$ cat config.mk
export PLATFORM = sky130hd
export DESIGN_NAME = sync_sequencer
export DESIGN_NICKNAME = d
export VERILOG_FILES = /design/src/rtl/sync_sequencer.sv
export SDC_FILE = /design/constraint.sdc
export NUM_CORES = 1
export LEC_CHECK = 0
export CAP_MARGIN = 20
export CORE_MARGIN = 5
export CORE_UTILIZATION = 40
export CTS_CLUSTER_DIAMETER = 60
export DETAILED_ROUTE_END_ITERATION = 12
export PLACE_DENSITY = 0.68
export SYNTH_ARGS = -nofsm -noshare
export SYNTH_HDL_FRONTEND = slang
export SYNTH_SLANG_ARGS = --single-unit
export TNS_END_PERCENT = 1
$ cat constraint.sdc
create_clock -name clock -period 2.69 [get_ports clock]
set_input_delay 0.4035 -clock clock [delete_from_list [all_inputs] [get_ports clock]]
set_output_delay 0.4035 -clock clock [all_outputs]
set_load 0.01 [all_outputs]
$ cat src/rtl/sync_sequencer.sv
// One-shot sequencer: start -> arm on fast-gate edge -> delay -> detonator pulse -> wire check -> detector pulses.
// Optional WIRE_DEBOUNCE_EN: wire confirmation needs DEBOUNCE_CYC consecutive high samples instead of a rising edge.
`timescale 1ns/1ps
module sync_sequencer #(
  parameter int N_DET        = 4,
  parameter int CNT_W        = 24,
  parameter int FG_DELAY     = 400000,
  parameter int PULSE_CYC    = 200,
  parameter int WIRE_TIMEOUT = 20000,
  parameter int DEBOUNCE_CYC = 16
) (
  input  logic             clock,
  input  logic             reset,
  input  logic             start_signal,
  input  logic             fg_signal,
  input  logic             wire_sensor,
  input  logic [N_DET-1:0] det_enable,
  input  logic [N_DET-1:0] detector_ready,
  output logic             detonator_trigger,
  output logic [N_DET-1:0] detector_trigger,
  output logic             busy,
  output logic             fault,
  output logic [1:0]       fault_code
);

  localparam longint CNT_MAX = (longint'(1) << CNT_W) - 1;

  if ((CNT_W < 2) || (CNT_W > 62) || (N_DET < 1) || (N_DET > 16) ||
      (FG_DELAY < 1) || (longint'(FG_DELAY) > CNT_MAX) ||
      (PULSE_CYC < 1) || (longint'(PULSE_CYC) > CNT_MAX) ||
      (WIRE_TIMEOUT < 1) || (longint'(WIRE_TIMEOUT) > CNT_MAX) ||
      (DEBOUNCE_CYC < 1) || (longint'(DEBOUNCE_CYC) > CNT_MAX)) begin : g_bad_params
    $error("sync_sequencer: parameter out of range for CNT_W");
  end

  localparam logic [CNT_W-1:0] FG_LAST    = CNT_W'(FG_DELAY - 1);
  localparam logic [CNT_W-1:0] PULSE_LAST = CNT_W'(PULSE_CYC - 1);
  localparam logic [CNT_W-1:0] WT_LAST    = CNT_W'(WIRE_TIMEOUT - 1);

  typedef enum logic [2:0] {
    IDLE, ARMED, WAIT_FG, FIRE, WAIT_WIRE, TRIG, WAIT_RDY
  } state_t;

  state_t           state;
  logic [CNT_W-1:0] cnt;
  logic [CNT_W-1:0] wcnt;
  logic [N_DET-1:0] mask;
  logic [N_DET-1:0] act;
  logic [2:0]       start_sr;
  logic [2:0]       fg_sr;
  logic             start_rise;
  logic             fg_rise;
  logic             wire_ok;

  function automatic logic [CNT_W-1:0] sat_inc(input logic [CNT_W-1:0] v);
    return (v == '1) ? v : v + 1'b1;
  endfunction

  // Bits [1:0] are the synchroniser; bit 2 is the previous synchronised value for edge detection.
  always_ff @(posedge clock) begin
    if (!reset) begin
      start_sr <= '0;
      fg_sr    <= '0;
    end else begin
      start_sr <= {start_sr[1:0], start_signal};
      fg_sr    <= {fg_sr[1:0], fg_signal};
    end
  end

  assign start_rise = start_sr[1] & ~start_sr[2];
  assign fg_rise    = fg_sr[1] & ~fg_sr[2];

`ifdef WIRE_DEBOUNCE_EN
  localparam logic [CNT_W-1:0] DB_LAST = CNT_W'(DEBOUNCE_CYC - 1);
  logic [1:0]       wire_sr;
  logic [CNT_W-1:0] dcnt;

  // dcnt counts consecutive high samples already seen; any low sample restarts it.
  always_ff @(posedge clock) begin
    if (!reset) begin
      wire_sr <= '0;
      dcnt    <= '0;
    end else begin
      wire_sr <= {wire_sr[0], wire_sensor};
      dcnt    <= wire_sr[1] ? sat_inc(dcnt) : '0;
    end
  end

  assign wire_ok = wire_sr[1] && (dcnt >= DB_LAST);
`else
  logic [2:0] wire_sr;

  always_ff @(posedge clock) begin
    if (!reset) wire_sr <= '0;
    else        wire_sr <= {wire_sr[1:0], wire_sensor};
  end

  assign wire_ok = wire_sr[1] & ~wire_sr[2];
`endif

  always_ff @(posedge clock) begin
    if (!reset) begin
      state             <= IDLE;
      cnt               <= '0;
      wcnt              <= '0;
      mask              <= '0;
      act               <= '0;
      detonator_trigger <= 1'b0;
      detector_trigger  <= '0;
      busy              <= 1'b0;
      fault             <= 1'b0;
      fault_code        <= 2'd0;
    end else begin
      case (state)
        IDLE: begin
          if (start_rise) begin
            fault      <= 1'b0;
            fault_code <= 2'd0;
            busy       <= 1'b1;
            state      <= ARMED;
          end
        end
        ARMED: begin
          if (fg_rise) begin
            mask  <= det_enable;
            cnt   <= '0;
            state <= WAIT_FG;
          end
        end
        WAIT_FG: begin
          if (cnt >= FG_LAST) begin
            cnt               <= '0;
            wcnt              <= '0;
            detonator_trigger <= 1'b1;
            state             <= FIRE;
          end else begin
            cnt <= sat_inc(cnt);
          end
        end
        FIRE: begin
          // Wire timeout runs from the first FIRE cycle, in parallel with the pulse counter.
          wcnt <= sat_inc(wcnt);
          if (cnt >= PULSE_LAST) begin
            cnt               <= '0;
            detonator_trigger <= 1'b0;
            state             <= WAIT_WIRE;
          end else begin
            cnt <= sat_inc(cnt);
          end
        end
        WAIT_WIRE: begin
          if (wire_ok) begin
            act <= mask & detector_ready;
            if ((mask & detector_ready) != '0) begin
              detector_trigger <= mask & detector_ready;
              cnt              <= '0;
              state            <= TRIG;
            end else begin
              fault      <= 1'b1;
              fault_code <= 2'd2;
              busy       <= 1'b0;
              state      <= IDLE;
            end
          end else if (wcnt >= WT_LAST) begin
            fault      <= 1'b1;
            fault_code <= 2'd1;
            busy       <= 1'b0;
            state      <= IDLE;
          end else begin
            wcnt <= sat_inc(wcnt);
          end
        end
        TRIG: begin
          if (cnt >= PULSE_LAST) begin
            detector_trigger <= '0;
            state            <= WAIT_RDY;
          end else begin
            cnt <= sat_inc(cnt);
          end
        end
        WAIT_RDY: begin
          if ((detector_ready & act) == act) begin
            busy  <= 1'b0;
            state <= IDLE;
          end
        end
        default: begin
          busy  <= 1'b0;
          state <= IDLE;
        end
      endcase
    end
  end

endmodule

======== Word level (Yosys, flattened, before mapping) ========
Cells that the tools add are included.
word-level totals
  register bits ........................... 77
  latch bits .............................. 0
  RAM bits ................................ 0
  bits in read-only memories .............. 0
  bits of input ports ..................... 13
  output and inout bits ................... 9
  logic and storage cells ................. 112
  memories kept ........................... 0
operators by class
  add/sub/neg operators ................... 2
  multipliers ............................. 0
  divide/modulo/power cells ............... 0
  magnitude comparators ................... 3
  equality and inequality tests ........... 22
  shifts and indexed selects .............. 0
  muxes and demuxes ....................... 46
  bitwise logic cells ..................... 9
  reductions and logical operators ........ 17
operators by type and width
  operator                                                                                number
  24-bit two-way mux                                                                      11
  24-bit case mux with 5 select lines                                                     1
  24-bit case mux with 3 select lines                                                     1
  24-bit by 1-bit adder with 24-bit output (second input constant)                        2
  24-bit == test (second input constant)                                                  2
  3-bit two-way mux                                                                       9
  24-bit by 15-bit greater-or-equal comparator with 1-bit output (second input constant)  1
  24-bit by 19-bit greater-or-equal comparator with 1-bit output (second input constant)  1
  24-bit by 8-bit greater-or-equal comparator with 1-bit output (second input constant)   1
  2-bit != test (second input constant)                                                   11
  3-bit case mux with 7 select lines                                                      1
  4-bit two-way mux                                                                       3
  4-bit AND reduction                                                                     3
  1-bit two-way mux                                                                       11
  5-bit AND reduction                                                                     2
  3-bit == test (second input constant)                                                   3
  4-bit bitwise AND                                                                       2
  2-bit two-way mux                                                                       4
  4-bit case mux with 2 select lines                                                      1
  7-bit AND reduction                                                                     1
  3-bit by 2-bit == test with 1-bit output (second input constant)                        2
  3-bit != test (second input constant)                                                   2
  2-bit nonzero test                                                                      3
  5-bit nonzero test                                                                      1
  other kinds (13)                                                                        20

======== Logic depth before layout (Yosys ltp) ========
  depth in word-level cells ............... 5
  mapped depth ............................ 11
  mapped depth without buffers ............ 8

======== Worst setup path before layout ========
OpenSTA, ideal clock, no wires.
  kind .................................... register -> register
  start ................................... reg cnt[13]
  end ..................................... reg wcnt[21]
  library setup time ...................... 125 ps
  arrival ................................. 2095 ps
  data required time ...................... 2565 ps
  path slack .............................. 470 ps
  stages on the path, launching flop included .. 10
  buffers on the path ..................... 2
  period minus slack after synthesis ...... 2220 ps
  cell sequence ........................... dfxtp_1 -> nor4_4 -> nand4_4 -> nor4b_4 -> o221ai_2 -> buf_6 -> buf_12 -> nor4_4 -> xnor2_1 -> nor2_2
on the way
  word-level cells in the longest chain between the ends .. 3
RTL lines
  element                                                         RTL line  source
  start: declaration                                              45        logic [CNT_W-1:0] cnt;
  start signal: assignment                                        137       cnt <= sat_inc(cnt);
  start signal: assignment                                        148       cnt <= sat_inc(cnt);
  start signal: assignment                                        178       cnt <= sat_inc(cnt);
  24-bit by 19-bit greater-or-equal comparator with 1-bit output  131       if (cnt >= FG_LAST) begin
  2-bit != test (no line)                                         n/a
  4-bit AND reduction (no line)                                   n/a
  end signal: assignment                                          142       wcnt <= sat_inc(wcnt);
  end signal: assignment                                          170       wcnt <= sat_inc(wcnt);
  end: declaration                                                46        logic [CNT_W-1:0] wcnt;
No other way between the ends.
A chain may end at the register's enable or synchronous reset.

======== Final worst setup path ========
  start ................................... reg state[2]
  end ..................................... reg wcnt[8]
on the way
  word-level cells in the longest chain between the ends .. 3
  elaborated cells on any way between the ends .. 9
  classes of those cells .................. eq/ne: 6; mux: 1; reduce/logical: 2
RTL lines
  element                                                                    RTL line  source
  start: declaration                                                         44        state_t state;
  start signal: assignment                                                   103       state <= IDLE;
  start signal: assignment                                                   120       state <= ARMED;
  start signal: assignment                                                   127       state <= WAIT_FG;
  3-bit == test or 3-bit by 2-bit == test with 1-bit output (tied branches)  114       case (state)
  2-bit != test (no line) or 3-bit nonzero test (tied branches)              n/a
  4-bit AND reduction (no line)                                              n/a
Several ways; a longest one is shown, not always the timed one.

==> results_tabular.tex <==
\begin{tabular}{lr}
\hline
Metric & Value \\
\hline
\multicolumn{2}{l}{\textbf{Outcome}} \\
Result of the run & completed \\
\multicolumn{2}{l}{\textbf{Logic synthesis}} \\
Synth warn & 0 \\
Register area share after synthesis & 39.3\% \\
Count of flip-flops with a built-in enable after synthesis & 0 \\
Syn Std Cell Area & 0.00392 mm² \\
Seq cells post-synth & 77 \\
Biggest area consumer among synthesized cells & dfxtp\_1 \\
Top FF cell, synth & dfxtp\_1 \\
Area fraction of the dominant cell type after synthesis & around two fifths \\
Top cells by area in the synthesized netlist & dfxtp\_1 (39\%), xnor2\_1 (8.0\%), nor2\_1 (6.4\%), nand2\_1 (3.4\%), nor2b\_1 (3.0\%) \\
Average cell area after synthesis & 8.71 µm² \\
Syn nets & 465 \\
Async SR Flop Fraction & 0\% \\
Gate Count Post-Synth & 450 \\
Number of library cell types mapped by synthesis & 63 \\
\multicolumn{2}{l}{\textbf{STA}} \\
Relative max-transition margin & between 60\% and 70\% \\
Fmax & 0.400 GHz \\
Slew at the pin closest to its max-slew limit & slightly below 500 ps \\
Clock skew after layout & $\sim$15 ps \\
Hold Violations, Final & 0 \\
Final critical path time including I/O delays and setup & 2500 ps \\
Count of final max-slew check failures & 0 \\
Final setup violation count & 0 \\
Portion of the clock cycle consumed by the worst path in the final layout & 92.9\% \\
\multicolumn{2}{l}{\textbf{Finish}} \\
Most common cell after layout, fill and taps aside & dfxtp\_1 \\
Proportion of layout cells with a drive suffix above 1 & between 10\% and 20\% \\
Number of antenna cells inserted & 0 \\
Fin nets & 492 \\
Non-Filler Instances & 615 \\
Total of fill cells in the finished design & 942 \\
Most frequent cells in the layout & dfxtp\_1 (77), nor2\_1 (66), xnor2\_1 (36), nand2\_1 (35), clkdlybuf4s50\_1 (21) \\
Area added between synthesis and finish & 14.9\% \\
\multicolumn{2}{l}{\textbf{Floorplanning}} \\
Effective utilization at floorplan & 40.5\% \\
Die footprint & 0.0119 mm² \\
Die Ht & 109 µm \\
Standard cell core area & 0.00968 mm² \\
Top Ports & 22 \\
\# rows & 36 \\
Overall die width & around 110 µm \\
\multicolumn{2}{l}{\textbf{Global route}} \\
First-pass GRT wire length & 14.4 mm \\
Number of global-route vias before repair & between 3000 and 4000 \\
Overflow left after global routing & 0 \\
Number of antenna violations at the first check in global routing & 0 \\
Combined global-route utilization of all metal layers & between 10 and 15\% \\
Pin count of the biggest net entering global routing & 28 \\
\multicolumn{2}{l}{\textbf{Route}} \\
Number of DRC markers after the initial detailed-route iteration & 100 \\
Sum of routed wire length over all layers & 8.24 mm \\
DRC violations left & 0 \\
Via count normalized by instance count & 5.20 \\
Detail Route Antenna Nets & 0 \\
Vias post-DR & 3201 \\
Pre-Repair DR Iteration Count & 4 \\
DR WL/cell & between 10 and 15 µm \\
\multicolumn{2}{l}{\textbf{Power and ir drop}} \\
Final total power & 2.07 mW \\
Worst vdd rail ir drop & 0.221 mV \\
Power density of the placed cells & 460 mW/mm² \\
Static power due to leakage & 1.42 nW \\
\multicolumn{2}{l}{\textbf{CTS}} \\
Clock tree from TritonCTS & yes \\
Clock root buffer & clkbuf\_8 \\
Clk Latency, worst-skew pair & 360 ps \\
Clock transition at the registers of the reported paths & about 90 ps \\
CTS H-tree lvls & 3 \\
Worst-case clock buffer depth & 2 \\
Total clock buffers created by CTS & 9 \\
Number of clock sinks & 77 \\
\multicolumn{2}{l}{\textbf{Place}} \\
Number of cells after detailed placement & approximately 600 \\
Quantity of I/O buffers inserted on ports & 21 \\
GPL Wtd Cong & 0.801 \\
Placed wire-length estimate & approximately 6 mm \\
\multicolumn{2}{l}{\textbf{Setup path}} \\
Minimum setup slack among reg-to-reg paths & 190 ps \\
Startpoint kind of the worst setup timing path & flip-flop \\
Critical-path maximum fanout & 20 \\
WP data required & $\sim$3000 ps \\
Nature of the critical path endpoint & flip-flop \\
Arrival @ worst endpoint & 2800 ps \\
Worst Path Class, Setup & flip-flop to flip-flop \\
\multicolumn{2}{l}{\textbf{Job}} \\
Number of violations of the max-capacitance limit & 0 \\
\multicolumn{2}{l}{\textbf{Hold path}} \\
Type of the most critical hold path & flip-flop to flip-flop \\
\hline
\end{tabular}
[synthesized netlist by cell type, types with 3 or more instances]
master / number
a21oi_1: 14
and2_1: 11
and3_1: 9
and4_1: 6
buf_2: 5
clkbuf_1: 12
dfxtp_1: 77
inv_1: 13
mux2i_1: 7
nand2_1: 35
nand3_1: 18
nand3b_1: 3
nand4_1: 16
nor2_1: 67
nor2b_1: 19
nor3_1: 18
nor3_2: 10
nor4_1: 5
nor4_2: 4
nor4_4: 4
o21ai_0: 10
xnor2_1: 36
[registers in the layout, indices dropped and copies added, names as in the netlist]
signal	flops
act	4
busy	1
cnt	24
detector_trigger	4
detonator_trigger	1
fault	1
fault_code	2
fg_sr	3
mask	4
start_sr	3
state	3
wcnt	24
wire_sr	3
[final timing paths]
check,startpoint,end,depth (start not counted)
worst min register to register,wire_sr[0],wire_sr[1],1
worst max register to register,state[2],wcnt[8],7
worst min-delay path,wire_sr[0],wire_sr[1],1
worst max-delay path,state[2],wcnt[8],7
[power by group]
part	internal, mW	switching [mW]	leakage [nW]
registers	1.15	0.00677	0.622
logic	0.0463	0.0511	0.713
clock network	0.347	0.470	0.0881
total	1.54	0.528	1.42
[critical path: stages (launching register included)]
cell and delay (ps):
dfxtp_1 510, or3b_1 530, nor2_1 270, nor2_2 60, buf_4 240, nor3_2 290
or4b_1 460, nand2_1 70
[layer usage]
layer  routed length (µm)  vias up  track usage [%]
li1                     -     1634                -
met2                 3820       57             23.9
met3                  319       10             3.55
met4                  131        0             5.41
met1                 3970     1500             19.6
met5                    0        -                0
[kinds of logic after synthesis]
kind of cell | share of synthesized area (%)
mux | 2.07
simple gates | 36.0
compound gates | 9.64
fa+ha+maj | 0.638
flops | 39.3
xor+xnor | 8.27
buf+inv | 4.02
[metrics by stage]
step	instance area [µm²]	worst slack (ps)	TNS, ps	util (%)	hold WS [ps]
after floorplan	3920	470	0	-	406
after global placement	4320	230	0	44.6	415
after detailed placement	4320	118	0	44.6	422
after CTS	4500	93.3	0	46.4	439
after global routing	4500	-22.9	-30.0	46.5	451
final	4500	192	0	46.5	440
[final cells by class]
class                      count  area, µm²  share of cell area (%)
tap                          133        166                    3.70
clock inverter                 7       57.6                    1.28
timing repair buffer          36        335                    7.45
clock buffer                   9        124                    2.75
multi-input combinational    340       2230                    49.5
sequential                    77       1540                    34.2
inverter                      13       48.8                    1.08
[what timing repair did]
item,CTS,global route
hold buffers,0,0
resized for setup,0,2
setup endpoints to repair,0,13
buffers inserted,0,0
Note: power is estimated with default switching activity, not from simulation.
==> RTL edit (same flow settings) <==
Build with the macro `WIRE_DEBOUNCE_EN` defined.
--- a/src/rtl/sync_sequencer.sv
+++ b/src/rtl/sync_sequencer.sv
@@ -3,2 +3,4 @@
 `timescale 1ns/1ps
+`define WIRE_DEBOUNCE_EN
+
 module sync_sequencer #(
Function: no difference found for any inputs over 4 cycles, from zero or initial values and one cycle with reset low; that may be too few to reach the edited logic, so the function may still have changed.
==> RTL edit against the unedited design <==
Die area increased by 26%. Total power increased by 62%. Cell area increased by 28%. Fmax shrank 0.76%. Cell count up 32%. First-iteration DRC count rose to 3.6 times the old value. Area after synthesis grew 28%. Clock skew fell by 0.0077 ns. Setup slack lost 0.019 ns. Routed wire length is 42% higher. Sequential cell count is 23 higher. Sequential share of layout area is 0.39 points higher. Critical path type unchanged. Largest cell class unchanged.
==> RTL edit: results (changes against the unedited design) <==
outcome finished, final reports clean (unchanged); Synth Area in Adders 0.7461% (was 0.6384%); Rel. slew slack 58.32% (was 67.32%); met3 Usage GRT 4.085% (was 3.552%); FF-to-FF setup slack 0.17 ns (was 0.19 ns); Clock Skew 0.006855 ns (was 0.01455 ns); met1 Track Usage GR 20.95% (was 19.63%); total wire length 11,670 µm (was 8243 µm); synth top area cells dfxtp_1, a21oi_1, nand2_1, nand4_1, nand3_1 (was dfxtp_1, xnor2_1, nor2_1, nand2_1, nor2b_1); WHS Endpoint fg_sr[1]$_SDFF_PN0_ (was wire_sr[1]$_SDFF_PN0_); first-pass GRT wire length 20,120 µm (was 14,410 µm); sequential share of the synthesized area 39.79% (was 39.32%); Compound-Gate Fraction of Synth Area 20.00% (was 9.639%); wire length on met3 500 µm (was 319 µm); LEAKAGE 1.814 nW (was 1.423 nW); pre-CTS setup slack 0.2071 ns (was 0.1176 ns); crit-path max FO 5 (was 20); GPL Wtd Cong 0.8663 (was 0.8010); Largest regs cnt x24, dcnt x24, wcnt x24 (was cnt x24, wcnt x24); First-pass DRT Iterations 5 (was 4); crit share post-route 93.58% (was 92.87%); Synth Warn # 0 (unchanged); met2 usage 26.86% (was 23.95%); worst hold path depth 1 (unchanged); Max IR drop VDD 0.2653 mV (was 0.2211 mV); Synth cell types 60 (was 63); Total GRT Usage 16.28% (was 14.97%); mux cell area share after synthesis 0.3979% (was 2.075%); pin count of the biggest net entering global routing 47 (was 28); met2 wire len 5515 µm (was 3819 µm); Synthesized Nets 626 (was 465); worst hold start fg_sr[0]$_SDFF_PN0_ (was wire_sr[0]$_SDFF_PN0_); CTS Root Buffer Type clkbuf_16 (was clkbuf_8); max incr delay on CP 0.55 ns (was 0.53 ns); M1 wire length 5487 µm (was 3973 µm); xor-xnor portion of the synthesized cell area 3.830% (was 8.267%); total CTS buffers 9 (unchanged); vias in the first global route 4,353 (was 3,115); share of cells above drive strength 1 7.656% (was 13.90%); RR Startpoint cnt[0]$_SDFFE_PN0P_ (was state[2]$_SDFFE_PN0P_); Post-DP Area 5505 µm² (was 4315 µm²); Detailed Place HPWL 8262 µm (was 5966 µm); Worst-Skew Late Latency 0.34 ns (was 0.36 ns); Final nets 651 (was 492); commonest cells in the netlist dfxtp_1, a21oi_1, nand2_1 (was dfxtp_1, nor2_1, xnor2_1); crit path max-delay cell type or4_1 (was or3b_1); initial DRC count 356 (was 100); via-per-instance ratio 5.729 (was 5.205); antenna violations before repair 0 (unchanged); Reg clk slew, reported paths 0.07 ns (was 0.09 ns); Top Metal Used met4 (unchanged); htree depth 3 (unchanged); Critical Path Sink cnt[21]$_SDFFE_PN0P_ (was wcnt[8]$_SDFFE_PN0P_)
[RTL edit: layout make-up]
| class | instances | area (µm²) |
|---|---|---|
| flip-flops and latches | 100 | 2002 |
| inverters | 12 | 45.04 |
| well taps | 172 | 215.2 |
| fillers | 1234 | 6684 |
| multi-input cells | 474 | 2868 |
| repair buffers | 38 | 375.4 |
| clock buffers | 10 | 229.0 |
| clock inverters | 6 | 47.55 |
[RTL edit: report_power, final]
part	leakage (nW)	switching [mW]	internal (mW)
Sequential	0.807	0.0287	1.52
Combinational	0.868	0.336	0.238
Clock	0.139	0.584	0.640
Total	1.81	0.948	2.40
[RTL edit: stage by stage]
stage	cells	hold slack (ns)	utilization, %	total power [mW]
CTS	812	0.4387	46.38	3.381
finish	812	0.4357	46.38	3.348
floorplan	610	0.4104	-	1.962
global placement	796	0.4221	44.16	2.141
detailed placement	796	0.4199	44.16	2.152
global route	812	0.4601	46.38	3.513
